$ cat config.mk
export PLATFORM = sky130hd
export DESIGN_NAME = muldiv_issue_ctrl
export DESIGN_NICKNAME = d
export VERILOG_FILES = /design/src/rtl/muldiv_issue_ctrl.sv
export SDC_FILE = /design/constraint.sdc
export NUM_CORES = 1
export LEC_CHECK = 0
export BUFFER_PORTS_ARGS = -buffer_cell sky130_fd_sc_hd__clkbuf_2
export CAP_MARGIN = 15
export CORE_ASPECT_RATIO = 0.7
export CORE_MARGIN = 2
export CORE_UTILIZATION = 49
export CTS_CLUSTER_DIAMETER = 120
export DETAILED_ROUTE_END_ITERATION = 12
export GPL_TIMING_DRIVEN = 0
export PLACE_DENSITY = 0.92
export SKIP_CTS_REPAIR_TIMING = 1
export SKIP_LAST_GASP = 1
export SYNTH_ARGS = -nofsm -noshare
export SYNTH_HDL_FRONTEND = slang
export SYNTH_SLANG_ARGS = --single-unit
$ cat constraint.sdc
create_clock -name clk -period 4.4 [get_ports clk]
set_input_delay 0.88 -clock clk [delete_from_list [all_inputs] [get_ports clk]]
set_output_delay 0.88 -clock clk [all_outputs]
set_load 0.005 [all_outputs]
$ cat src/rtl/muldiv_issue_ctrl.sv
// Issue/hold controller that sequences M-extension ops onto a multi-cycle ALU and returns the result for write-back.
// Optional build macro: MULDIV_DIVZERO_FAST_EN (divide-by-zero retires without launching the ALU).
module muldiv_issue_ctrl (
    input  logic        clk,
    input  logic        rst_n,
    input  logic        ex_valid,
    input  logic [5:0]  ex_alucode,
    input  logic [31:0] ex_op1,
    input  logic [31:0] ex_op2,
    input  logic [4:0]  ex_rd,
    input  logic        ex_reg_we,
    input  logic        flush,
    output logic        stall,
    output logic        alu_start,
    output logic [5:0]  alu_code,
    output logic [31:0] alu_op1,
    output logic [31:0] alu_op2,
    input  logic [31:0] alu_result,
    input  logic        alu_done,
    output logic        wb_valid,
    output logic [4:0]  wb_rd,
    output logic        wb_we,
    output logic [31:0] wb_data,
    output logic [7:0]  busy_cycles
);

    localparam int unsigned XLEN   = 32;
    localparam int unsigned CODE_W = 6;
    localparam int unsigned REG_W  = 5;
    localparam int unsigned CNT_W  = 8;

    localparam logic [CODE_W-1:0] ALU_MUL    = CODE_W'(32);
    localparam logic [CODE_W-1:0] ALU_MULH   = CODE_W'(33);
    localparam logic [CODE_W-1:0] ALU_MULHSU = CODE_W'(34);
    localparam logic [CODE_W-1:0] ALU_MULHU  = CODE_W'(35);
    localparam logic [CODE_W-1:0] ALU_DIV    = CODE_W'(36);
    localparam logic [CODE_W-1:0] ALU_DIVU   = CODE_W'(37);
    localparam logic [CODE_W-1:0] ALU_REM    = CODE_W'(38);
    localparam logic [CODE_W-1:0] ALU_REMU   = CODE_W'(39);

    typedef enum logic [1:0] {
        IDLE  = 2'd0,
        BUSY  = 2'd1,
        WB    = 2'd2,
        DRAIN = 2'd3
    } state_t;

    state_t            state;
    state_t            state_d;
    logic              is_mop;
    logic              accept;
    logic              done_ok;
    logic              fast;
    logic [XLEN-1:0]   fast_data;
    logic [REG_W-1:0]  rd_q;
    logic              we_q;

    // M-op decode
    always_comb begin
        is_mop = 1'b0;
        case (ex_alucode)
            ALU_MUL, ALU_MULH, ALU_MULHSU, ALU_MULHU,
            ALU_DIV, ALU_DIVU, ALU_REM, ALU_REMU: is_mop = 1'b1;
            default:                              is_mop = 1'b0;
        endcase
    end

`ifdef MULDIV_DIVZERO_FAST_EN
    // Divide-by-zero has an architecturally fixed result, so it can retire without the ALU
    always_comb begin
        fast      = 1'b0;
        fast_data = '0;
        case (ex_alucode)
            ALU_DIV, ALU_DIVU: begin
                fast      = (ex_op2 == '0);
                fast_data = '1;
            end
            ALU_REM, ALU_REMU: begin
                fast      = (ex_op2 == '0);
                fast_data = ex_op1;
            end
            default: ;
        endcase
    end
`else
    assign fast      = 1'b0;
    assign fast_data = '0;
`endif

    assign accept  = (state == IDLE) && ex_valid && is_mop && !flush;
    // alu_start marks the first BUSY cycle, which masks any done left over from a previous op
    assign done_ok = (state == BUSY) && !alu_start && alu_done;

    always_ff @(posedge clk or negedge rst_n) begin
        if (!rst_n) state <= IDLE;
        else        state <= state_d;
    end

    always_comb begin
        state_d = state;
        stall   = 1'b0;
        case (state)
            IDLE: begin
                stall = accept;
                if (accept) state_d = fast ? WB : BUSY;
            end
            BUSY: begin
                stall = 1'b1;
                if (flush)        state_d = done_ok ? IDLE : DRAIN;
                else if (done_ok) state_d = WB;
            end
            WB: begin
                state_d = IDLE;
            end
            DRAIN: begin
                stall = ex_valid && is_mop;
                if (alu_done) state_d = IDLE;
            end
            default: state_d = IDLE;
        endcase
        stall = stall && rst_n;
    end

    // Launch registers, write-back registers and cycle counter
    always_ff @(posedge clk or negedge rst_n) begin
        if (!rst_n) begin
            alu_start   <= 1'b0;
            alu_code    <= '0;
            alu_op1     <= '0;
            alu_op2     <= '0;
            rd_q        <= '0;
            we_q        <= 1'b0;
            wb_valid    <= 1'b0;
            wb_rd       <= '0;
            wb_we       <= 1'b0;
            wb_data     <= '0;
            busy_cycles <= '0;
        end else begin
            alu_start <= (state == IDLE) && (state_d == BUSY);

            if (accept && !fast) begin
                alu_code <= ex_alucode;
                alu_op1  <= ex_op1;
                alu_op2  <= ex_op2;
            end else if (state_d == IDLE) begin
                alu_code <= '0;
                alu_op1  <= '0;
                alu_op2  <= '0;
            end

            if (accept) begin
                rd_q <= ex_rd;
                we_q <= ex_reg_we;
            end

            wb_valid <= (state_d == WB);
            if (state_d == WB) begin
                wb_rd   <= (state == IDLE) ? ex_rd     : rd_q;
                wb_we   <= (state == IDLE) ? ex_reg_we : we_q;
                wb_data <= (state == IDLE) ? fast_data : alu_result;
            end else begin
                wb_rd   <= '0;
                wb_we   <= 1'b0;
                wb_data <= '0;
            end

            if (accept)
                busy_cycles <= '0;
            else if ((state == BUSY) && (busy_cycles != '1))
                busy_cycles <= busy_cycles + CNT_W'(1);
        end
    end

endmodule

==> flow_summary.toml <==
[run_status]
status = "complete, no violations"

[logic_synthesis]
synthArstFlopShare_pct = 100
ys_ff_latch = 126
yosys_most_used_dff = "dfrtp_1"
synth_cells = 332
avgSynthCellArea_sq_um = 13.7
syn-cell-area_sq_um = 4550
syn-num-nets = 446
ys_warn_count = 0
synth_cell_types = 37
ys_seq_area_share_pct = 69.3
synth_edf_count = 0

[route]
drtIter0Drc = 262
via_count = 3711
drt-vias-per-instance = 5.16
routedWlPerCell_microns = 16.1
drt-total-wl_microns = 11600
first_pass_iters = 4
ant_nets = 0
drc = 0

[sta]
fmax_ghz = 0.337
setup_tns_ns = 0
final.setup.worst_slack_ns = 1.44
tightest_slew_ns = 0.940
max-slew-margin-rel_pct = 37.3
slew_viol_final = 0
clock_skew_ns = 0.00574
rsz0062_at_grt = "no"
setup_viol = 0
final.min_clock_period_ns = 2.96
period_share_pct = 67.3
finalHoldViolCount = 0

[pwr]
p_per_area_nw_per_um2 = 446
power_mw = 2.90
vdd_drop_max_mv = 0.346
leakagePower_nw = 3.77

[critical_path]
slowest_delay_ns = 0.70
worstPathRequired_ns = 3.52
crit_arrival_ns = 2.08
crit_family = "buffers and inverters"
end_kind = "output pin"
critPathBufInv = 2
cp_slowest_cell = "clkbuf_8"
path_max_fanout = 127
worst_setup_path_start_kind = "input pin"
critical_path_class = "in -> out"
worstPathCellList = "clkbuf_8 > a21boi_0 > clkbuf_2"
r2r_setup_slack_ns = 2.73

[place]
hpwl_microns = 8350
place_inst = 687
placed_cell_area_sq_um = 5870
dp_slack_ns = 1.38
port-buffer-count = 231
place_congestion = 0.800

[clock_tree]
clock-sinks = 126
ctsRootBufferMaster = "clkbuf_16"
numCtsBuffers = 17
tritoncts = "yes"
cts_htree_levels = 4
cts_buffer_depth = 2
clkTransAtPathRegs_ns = 0.05
clock_latency_ns = 0.40

[worst_hold_path]
hold_class = "reg -> reg"

[grt]
grt_pass1_vias = 3580
grt_overflow = 0
antenna_found_initial = 0
grt_pass1_wl_microns = 18300
grt_max_degree = 128
track_usage_pct = 23.7

[job]
drv_cap = 0

[floorplanning]
die_x_microns = 119
die_area_sq_um = 10100
chipHeight_microns = 84.6
start_util_pct = 50.3
io_pins = 232
num_rows = 29
core-area_sq_um = 9030

[finish]
antenna_cells = 0
drive_above_1_share_pct = 46.9
fin_nets = 696
area_delta_synth_final_pct = 42.8
fin_area_sq_um = 6490
final_cells = 719
[flip-flops by register name, indices dropped and copies added (netlist names)]
register	flops
alu_op1	32
alu_op2	32
wb_data	32
busy_cycles	8
alu_code	6
rd_q	5
wb_rd	5
state	2
alu_start	1
wb_valid	1
wb_we	1
we_q	1
[cells by family (layout without fill, tap and decap cells)]
family	Yosys count	after routing	share of synthesized area (%)
muxes	2	2	0.440
and+or+nand+nor	87	87	10.7
DFF	126	126	69.3
AOI/OAI and AO/OA	84	84	15.5
adders and majority gates	1	1	0.275
buffers and inverters	31	294	3.49
xor gates and xnor gates	1	1	0.193
[power breakdown]
part           switching (mW)  internal (mW)  leakage, nW
sequential             0.0424           1.20         1.74
combinational           0.106         0.0940         1.72
clock                   0.476          0.975        0.303
total                   0.625           2.27         3.77
[worst min-delay path: cells and delay by family, from the launching register on]
family,cells,cell delay [ns]
flip-flops,1,0.33
AND/OR/NAND/NOR,2,0.10
[layout make-up]
cell class | count | area (sq um)
Timing Repair Buffer | 231 | 1160
Buffer | 26 | 140
Sequential cell | 126 | 3150
Clock buffer | 21 | 460
Inverter | 5 | 18.8
Tap cell | 124 | 155
Fill cell | 610 | 2540
Multi-Input combinational cell | 175 | 1240
Clock inverter | 11 | 164
[placed cells by master (no fill, tap or decap), types with 2 or more instances in the layout]
master | netlist | final
clkbuf_2 | 0 | 230
dfrtp_1 | 126 | 126
a22o_1 | 67 | 67
and3_1 | 40 | 40
nand2_1 | 24 | 24
clkbuf_16 | 0 | 17
clkbuf_1 | 14 | 16
buf_2 | 7 | 7
nor2_1 | 4 | 4
inv_1 | 4 | 4
o21ai_0 | 4 | 4
buf_6 | 4 | 4
bufinv_16 | 0 | 4
clkinv_2 | 0 | 4
nor3_1 | 3 | 3
nand2b_1 | 3 | 3
o211ai_1 | 3 | 3
clkbuf_8 | 0 | 3
a21oi_1 | 2 | 2
and2_1 | 2 | 2
nand3_1 | 2 | 2
mux2i_1 | 2 | 2
and4_1 | 2 | 2
clkinvlp_4 | 0 | 2
[path summary, 6_finish.rpt]
check | from | endpoint | cells after the start
min in group asynchronous | rst_n | wb_data[7] | 1
max | rst_n | stall | 3
max reg2reg | state[0] | we_q | 7
min | rd_q[4] | rd_q[4] | 2
min reg2reg | rd_q[4] | rd_q[4] | 2
max in group asynchronous | rst_n | alu_op2[16] | 1
[cells in the mapped netlist (2+ instances only)]
library cell,n,area [sq um]
dfrtp_1,126,3150
a22o_1,67,587
and3_1,40,250
nand2_1,24,90.1
clkbuf_1,14,52.6
buf_2,7,35.0
buf_6,4,45.0
inv_1,4,15.0
nor2_1,4,15.0
o21ai_0,4,20.0
nand2b_1,3,18.8
nor3_1,3,15.0
o211ai_1,3,22.5
a21oi_1,2,10.0
and2_1,2,12.5
and4_1,2,17.5
mux2i_1,2,20.0
nand3_1,2,10.0
[through the flow]
stage	hold WS (ns)	util (%)
detailed placement	0.459	64.9
global placement	0.451	64.9
CTS	0.473	71.9
floorplan	0.437	-
global route	0.508	71.9
finish	0.470	71.9
[per-layer routing]
layer	GRT usage [%]	vias to the layer above	share of wire [%]
met2	39.0	171	51
met3	5.91	12	7.2
met5	0	-	0
met1	31.2	1816	41
li1	-	1712	-
met4	8.12	0	1.1
(Power assumes the default switching activity.)
